### src/rtl/fwd_hazard_ctrl.sv
// Operand-forwarding select and load-use stall generator for the EX-stage operand muxes.
// Keeps its own shadow copy of the EX and MEM destination fields, so no datapath state is needed.
module fwd_hazard_ctrl #(
    parameter int RA_W  = 5,
    parameter int CNT_W = 16
) (
    input  logic             clk,
    input  logic             rst_n,
    input  logic             id_valid,
    input  logic [RA_W-1:0]  id_rs,
    input  logic [RA_W-1:0]  id_rt,
    input  logic             id_use_rs,
    input  logic             id_use_rt,
    input  logic [RA_W-1:0]  id_dst,
    input  logic             id_reg_write,
    input  logic             id_mem_to_reg,
    input  logic             flush,
    output logic             stall,
    output logic [1:0]       ex_fwd_a,
    output logic [1:0]       ex_fwd_b,
    output logic [CNT_W-1:0] stall_count
);

    localparam logic [1:0] SEL_RF  = 2'b00;
    localparam logic [1:0] SEL_EXM = 2'b01;
    localparam logic [1:0] SEL_MWB = 2'b10;

    localparam logic [RA_W-1:0]  REG_ZERO = {RA_W{1'b0}};
    localparam logic [CNT_W-1:0] CNT_MAX  = {CNT_W{1'b1}};
    localparam logic [CNT_W-1:0] CNT_ONE  = {{(CNT_W-1){1'b0}}, 1'b1};

    logic            ex_v_r;
    logic            ex_wr_r;
    logic            ex_ld_r;
    logic [RA_W-1:0] ex_dst_r;
    logic            mem_v_r;
    logic            mem_wr_r;
    logic [RA_W-1:0] mem_dst_r;

    logic [1:0]       fwd_a_r;
    logic [1:0]       fwd_b_r;
    logic [CNT_W-1:0] stall_count_r;

    logic       hit_ex_rs_s;
    logic       hit_ex_rt_s;
    logic       hit_mem_rs_s;
    logic       hit_mem_rt_s;
    logic       stall_s;
    logic       advance_s;
    logic       kill_s;
    logic [1:0] fwd_a_s;
    logic [1:0] fwd_b_s;

    // A younger writer of a nonzero register that the consumer actually reads.
    function automatic logic src_hit(
        input logic            v,
        input logic            wr,
        input logic [RA_W-1:0] dst,
        input logic [RA_W-1:0] src,
        input logic            use_src
    );
        return v & wr & (dst == src) & (src != REG_ZERO) & use_src;
    endfunction

    // EX producer beats MEM producer: the youngest value is the architecturally correct one.
    function automatic logic [1:0] pick_sel(
        input logic kill,
        input logic hit_ex,
        input logic hit_mem
    );
        logic [1:0] sel;
        if (kill) begin
            sel = SEL_RF;
        end else if (hit_ex) begin
            sel = SEL_EXM;
        end else if (hit_mem) begin
            sel = SEL_MWB;
        end else begin
            sel = SEL_RF;
        end
        return sel;
    endfunction

    assign hit_ex_rs_s  = src_hit(ex_v_r,  ex_wr_r,  ex_dst_r,  id_rs, id_use_rs);
    assign hit_ex_rt_s  = src_hit(ex_v_r,  ex_wr_r,  ex_dst_r,  id_rt, id_use_rt);
    assign hit_mem_rs_s = src_hit(mem_v_r, mem_wr_r, mem_dst_r, id_rs, id_use_rs);
    assign hit_mem_rt_s = src_hit(mem_v_r, mem_wr_r, mem_dst_r, id_rt, id_use_rt);

    // Load result is not available until MEM, so a consumer directly behind it must wait one cycle.
    assign stall_s   = id_valid & ~flush & (hit_ex_rs_s | hit_ex_rt_s) & ex_ld_r;
    assign advance_s = id_valid & ~stall_s & ~flush;
    assign kill_s    = stall_s | flush | ~id_valid;

    // Next-cycle operand selects for the instruction about to enter EX.
    always_comb begin
        fwd_a_s = SEL_RF;
        fwd_b_s = SEL_RF;
        fwd_a_s = pick_sel(kill_s, hit_ex_rs_s, hit_mem_rs_s);
        fwd_b_s = pick_sel(kill_s, hit_ex_rt_s, hit_mem_rt_s);
    end

    // Shadow EX/MEM pipeline; a stalled or squashed slot becomes a bubble.
    always_ff @(posedge clk or negedge rst_n) begin
        if (!rst_n) begin
            ex_v_r    <= 1'b0;
            ex_wr_r   <= 1'b0;
            ex_ld_r   <= 1'b0;
            ex_dst_r  <= REG_ZERO;
            mem_v_r   <= 1'b0;
            mem_wr_r  <= 1'b0;
            mem_dst_r <= REG_ZERO;
        end else begin
            if (advance_s) begin
                ex_v_r   <= 1'b1;
                ex_wr_r  <= id_reg_write;
                ex_ld_r  <= id_mem_to_reg;
                ex_dst_r <= id_dst;
            end else begin
                ex_v_r   <= 1'b0;
                ex_wr_r  <= 1'b0;
                ex_ld_r  <= 1'b0;
                ex_dst_r <= REG_ZERO;
            end
            mem_v_r   <= ex_v_r;
            mem_wr_r  <= ex_wr_r;
            mem_dst_r <= ex_dst_r;
        end
    end

    // Operand selects registered so they line up with the instruction's EX cycle.
    always_ff @(posedge clk or negedge rst_n) begin
        if (!rst_n) begin
            fwd_a_r <= SEL_RF;
            fwd_b_r <= SEL_RF;
        end else begin
            fwd_a_r <= fwd_a_s;
            fwd_b_r <= fwd_b_s;
        end
    end

    // Saturating stall-cycle counter.
    always_ff @(posedge clk or negedge rst_n) begin
        if (!rst_n) begin
            stall_count_r <= {CNT_W{1'b0}};
        end else if (stall_s && (stall_count_r != CNT_MAX)) begin
            stall_count_r <= stall_count_r + CNT_ONE;
        end else begin
            stall_count_r <= stall_count_r;
        end
    end

    assign stall       = stall_s;
    assign ex_fwd_a    = fwd_a_r;
    assign ex_fwd_b    = fwd_b_r;
    assign stall_count = stall_count_r;

endmodule
### config.mk
export PLATFORM = sky130hd
export DESIGN_NAME = fwd_hazard_ctrl
export DESIGN_NICKNAME = d
export VERILOG_FILES = /design/src/rtl/fwd_hazard_ctrl.sv
export SDC_FILE = /design/constraint.sdc
export NUM_CORES = 1
export LEC_CHECK = 0
export ABC_AREA = 0
export CAP_MARGIN = 20
export CORE_ASPECT_RATIO = 0.8
export CORE_UTILIZATION = 45
export DETAILED_ROUTE_END_ITERATION = 6
export PLACE_DENSITY = 0.81
export SYNTH_ARGS = -nofsm -noshare
export SYNTH_HDL_FRONTEND = slang
export SYNTH_SLANG_ARGS = --single-unit
export TNS_END_PERCENT = 100
### constraint.sdc
create_clock -name clk -period 2.8 [get_ports clk]
set_input_delay 0.56 -clock clk [delete_from_list [all_inputs] [get_ports clk]]
set_output_delay 0.56 -clock clk [all_outputs]
set_load 0.02 [all_outputs]
== After elaboration in Yosys (flattened, before gate mapping) ==
Index checks and enable logic that the tools add are counted.
Cells by class
  add/sub/neg operators: 1
  muxes and demuxes: 10
  bitwise logic cells: 25
  eq/ne operators: 5
  reductions and logical operators: 3
Operators with widths (count)
  5-bit equality test: 4
  1-bit bitwise AND: 19
  16-bit by 1-bit adder with 16-bit output, second input constant: 1
  16-bit != test, second input constant: 1
  2-bit 2-to-1 mux: 6
  5-bit nonzero test: 2
  5-bit 2-to-1 mux: 1
  1-bit 2-to-1 mux: 3
  1-bit NOT: 3
  1-bit bitwise OR: 3
  1-bit logical AND: 1
Storage, ports and cells
  output and inout bits: 21
  bits in registers: 35

== Longest topological paths before layout ==
Gate-level depths: netlist of the first run.
  depth after elaboration: 11
  mapped depth: 8
  gate-level depth less buffers: 7

== Worst setup path after synthesis of the first run ==
Ideal clock, no wire load.
  path type: in2out
  from: in id_rt[1]
  to: out stall
  path buffers: 1
  cell stages on the path: 5
  data arrival time: 1.694 ns
  slack: 0.546 ns
  path through: xnor2_1 nand4_1 or4_4 buf_6 a21oi_2
On the way
  word-level cells in the longest chain between the ends: 7
  elaborated cells between the ends (all ways): 8
  classes of those cells: 1 x eq/ne; 6 x bitwise; 1 x reduce/logical
Ends and longest elaborated chain
  start: declaration: line 11  | input logic [RA_W-1:0] id_rt,
  5-bit equality test: line 62  | return v & wr & (dst == src) & (src != REG_ZERO) & use_src;
  1-bit bitwise AND: line 62
  1-bit bitwise AND * (2 in series): line 62
  1-bit bitwise OR *: line 90  | assign stall_s = id_valid & ~flush & (hit_ex_rs_s | hit_ex_rt_s) & ex_ld_r;
  1-bit bitwise AND * (2 in series): line 90
  end: declaration: line 18  | output logic stall,
Every way passes the cells marked *; elsewhere a longest branch is shown, timed or not.

== Worst setup path after layout of the first run ==
  from: in id_rs[4]
  to: out stall
On the way
  word-level cells in the longest chain between the ends: 7
  elaborated cells between the ends (all ways): 8
  classes of those cells: 1 x eq/ne; 6 x bitwise; 1 x reduce/logical
Ends and longest elaborated chain
  start: declaration: line 10  | input logic [RA_W-1:0] id_rs,
  5-bit equality test: line 62
  1-bit bitwise AND: line 62
  1-bit bitwise AND * (2 in series): line 62
  1-bit bitwise OR *: line 90
  1-bit bitwise AND * (2 in series): line 90
Marks and branches as above.

==> run_results.csv, run 1 <==
group,metric,value,unit
synth,syn_inst,138,
sta,hold_viol,0,
pwr,p_total,0.991,mW
drt,wl,3.56,mm
synth,ys_seq_elements,35,
clock_tree,cts.clk_slew.worst_paths,0.07,ns
grt,overflow,0,
synth,seq_area_frac_synth,52.9,%
sta,drv_slew,0,
die,rows,19,
synth,yosys_warnings,0,
finish,final_nets,228,
sta,finalCriticalPeriod,2.74,ns
sta,relSlewSlack,71.6,%
setup_path,endpoint,"stall",
clock_tree,cts_max_path_buffers,2,
clock_tree,clock_latency,0.28,ns
sta,finalCritPeriodShare,97.8,%
die,start_util,47.7,%
die,dieArea,0.00393,mm²
finish,nFillCells,226,
die,core,0.00347,mm²
setup_path,worstSetupStartpointType,"primary input",
hold_path,min_from,"ex_v_r",
synth,synth.net_count,162,
sta,worst_slew_pin_slew,0.427,ns
clock_tree,cts_tree,"built",
setup_path,end_kind,"output port",
setup_path,critPathRequiredTime,2.24,ns
setup_path,r2r_end,"stall_count[1]",
hold_path,hold_depth,0,
setup_path,startpoint,"id_rs[4]",
finish,final-seq-area,876,µm²
sta,finClkSkew,0.00822,ns
place,dpl.hpwl,2.71,mm
clock_tree,clock_sinks,35,
synth,yosysTopAreaCell,"dfrtp_1",
setup_path,cpPeakStageDelay,0.55,ns
setup_path,slowest_stage,"or4_4",
setup_path,worstPathArrival,2.18,ns
grt,grt_max_degree,36,
sta,rsz0062_at_grt,"false",
sta,setup_viol,0,
place,routabilityCongestion,0.859,
setup_path,reg2regPathDepth,7,
finish,multiInputGateArea,753,µm²
drt,final_antenna_net_count,0,
setup_path,r2r_slack,0.48,ns
grt,grt_usage,19.9,%
die,io_pins,44,
die,die_y,56.2,µm
status,outcome,"completed",
drt,wire_per_inst,14.4,µm
hold_path,hold_path_class,"reg -> reg",
drt,drc,0,
clock_tree,numCtsBuffers,5,
synth,syn_area,0.00166,mm²
synth,ys_types,28,
drt,vias_per_cell,5.06,
setup_path,rr_startpoint,"ex_dst_r[2]",
pwr,p_leak,1.10,nW
pwr,max-vdd-ir-drop,0.000332,V
synth,synth_area_leaders,"dfrtp_1 (53%), xnor2_1 (13%), xor2_1 (4.8%)",
place,port_buffers,43,
finish,area_growth,43.7,%
drt,drtIter0Drc,73,
setup_path,cp_max_fo,3,
clock_tree,ctsHtreeMaxLevel,2,
die,die_width,69.8,µm
sta,setup_tns,0,ns
sta,max_freq,365,MHz
synth,avgSynthCellArea,12.0,µm²
drt,num_vias,1250,
finish,antenna_cells,0,
finish,drive_above_1_share,18.5,%
clock_tree,root_buffer,"clkbuf_8",
run,drv_cap,0,
setup_path,path_class,"in -> out",
grt,antenna_found_initial,0,
pwr,powerDensity,417,mW/mm²
setup_path,worstPathCellList,"clkdlybuf4s50_1 > xnor2_1 > nand4_1 > or4_4 > a21oi_4 > buf_6",
grt,first_global_vias,1286,
grt,grt_pass1_wl,5.99,mm
drt,drt_first_pass_iters,4,
synth,netlist.area_leader.share,52.9,%
==> cell type report <==
cell class                      instances  area share (%)
Clock buffer                            6            3.47
Clock inverter                          2           0.684
Inverter                                3           0.473
Multi-Input combinational cell         98            31.7
Sequential cell                        35            36.8
Tap cell                               42            2.21
Timing Repair Buffer                   61            24.7
==> cells in the final DEF, fill, tap and decap left out, types with 6 or more instances in the layout <==
cell type and count:
clkdlybuf4s50_1 39, xnor2_1 24, and2_1 8, and3_1 9
buf_4 17, nand4_1 8, clkbuf_8 6, nand2_1 9
dfrtp_1 35, xor2_1 9
==> layer usage <==
layer	vias up	GRT usage, %	wire [µm]	part of all wire, %
met5	-	0	0	0
met4	0	7.43	51	1.4
met3	6	4.53	92	2.6
li1	609	-	-	-
met1	612	26.3	1640	46
met2	23	32.3	1780	50
==> registers in the layout, indices dropped and copies added, names as in the netlist <==
name,cells
mem_wr_r,1
ex_ld_r,1
ex_fwd_a,2
ex_wr_r,1
ex_dst_r,5
ex_v_r,1
ex_fwd_b,2
stall_count,16
mem_v_r,1
mem_dst_r,5
==> cell usage after synthesis <==
cell and number:
a21oi_2 1, a211oi_4 1, xor2_1 9, nand3_2 3, nand3_1 3, o211ai_1 1, o21ai_0 1, xnor2_2 1
a21oi_1 2, a2111oi_0 1, mux2_2 2, inv_1 3, nand2_1 9, or4_4 2, buf_6 2, nand4_1 8
o21ai_1 1, nor2b_1 1, nor4_1 2, nor3_1 3, ha_1 1, dfrtp_1 35, and3_1 9, and2_1 8
nand4_4 1, xnor2_1 24, or4_1 2, nand2b_1 2
==> critical path: cells and delay by family <==
family | cells | cell delay (ns)
and+or+nand+nor | 2 | 0.67
buffers and inverters | 2 | 0.64
AOI/OAI and AO/OA | 1 | 0.18
xor gates and xnor gates | 1 | 0.13
==> cells by family after synthesis <==
group | Yosys count | share of synthesized area, %
flip-flops | 35 | 52.9
XOR/XNOR | 34 | 18.4
AO/OA/AOI/OAI | 8 | 3.93
buffers and inverters | 5 | 2.04
adder cells (fa/ha/maj) | 1 | 0.756
multiplexers | 2 | 1.36
AND/OR/NAND/NOR | 53 | 20.6
==> stage by stage <==
stage | util [%] | worst slack [ns] | instance area, µm² | std cells | hold WS (ns)
after floorplan | - | 0.546 | 1660 | 138 | 0.264
after global routing | 68.5 | 0.00910 | 2380 | 247 | 0.396
after CTS | 67.8 | 0.0152 | 2350 | 246 | 0.384
after detailed placement | 65.0 | -0.438 | 2260 | 238 | 0.368
after global placement | 65.0 | -0.406 | 2260 | 238 | 0.358
final | 68.5 | 0.0610 | 2380 | 247 | 0.382
==> what timing repair did <==
action | in CTS | in global routing
gates cloned | 0 | 0
hold buffers | 0 | 0
setup buffers | 0 | 1
gates resized for setup | 5 | 6
endpoints found under the setup margin | 1 | 1
pin swaps | 0 | 2
==> where the power goes <==
| group | internal (mW) | total (mW) | switching, mW | leakage (nW) |
|---|---|---|---|---|
| Sequential | 0.514 | 0.523 | 0.00881 | 0.480 |
| Clock | 0.200 | 0.379 | 0.179 | 0.0474 |
| Combinational | 0.0543 | 0.0895 | 0.0352 | 0.572 |
==> worst min path at each step <==
stage	endpoint	slack, ns
after CTS	mem_v_r	0.38
after detailed placement	mem_v_r	0.37
after floorplan	ex_dst_r[0]	0.26
final	mem_v_r	0.38
after global routing	mem_v_r	0.40
after global placement	mem_v_r	0.36
Note: power is estimated with default switching activity, not from simulation.
==> inputs of run 2 (changes only) <==
--- a/config.mk
+++ b/config.mk
@@ -11,6 +11,7 @@
 export CORE_UTILIZATION = 45
 export DETAILED_ROUTE_END_ITERATION = 6
 export PLACE_DENSITY = 0.81
+export SKIP_LAST_GASP = 1
 export SYNTH_ARGS = -nofsm -noshare
 export SYNTH_HDL_FRONTEND = slang
 export SYNTH_SLANG_ARGS = --single-unit
==> results of run 2 <==
Same layout as run 1: the final DEF is identical, and so are final timing and power.
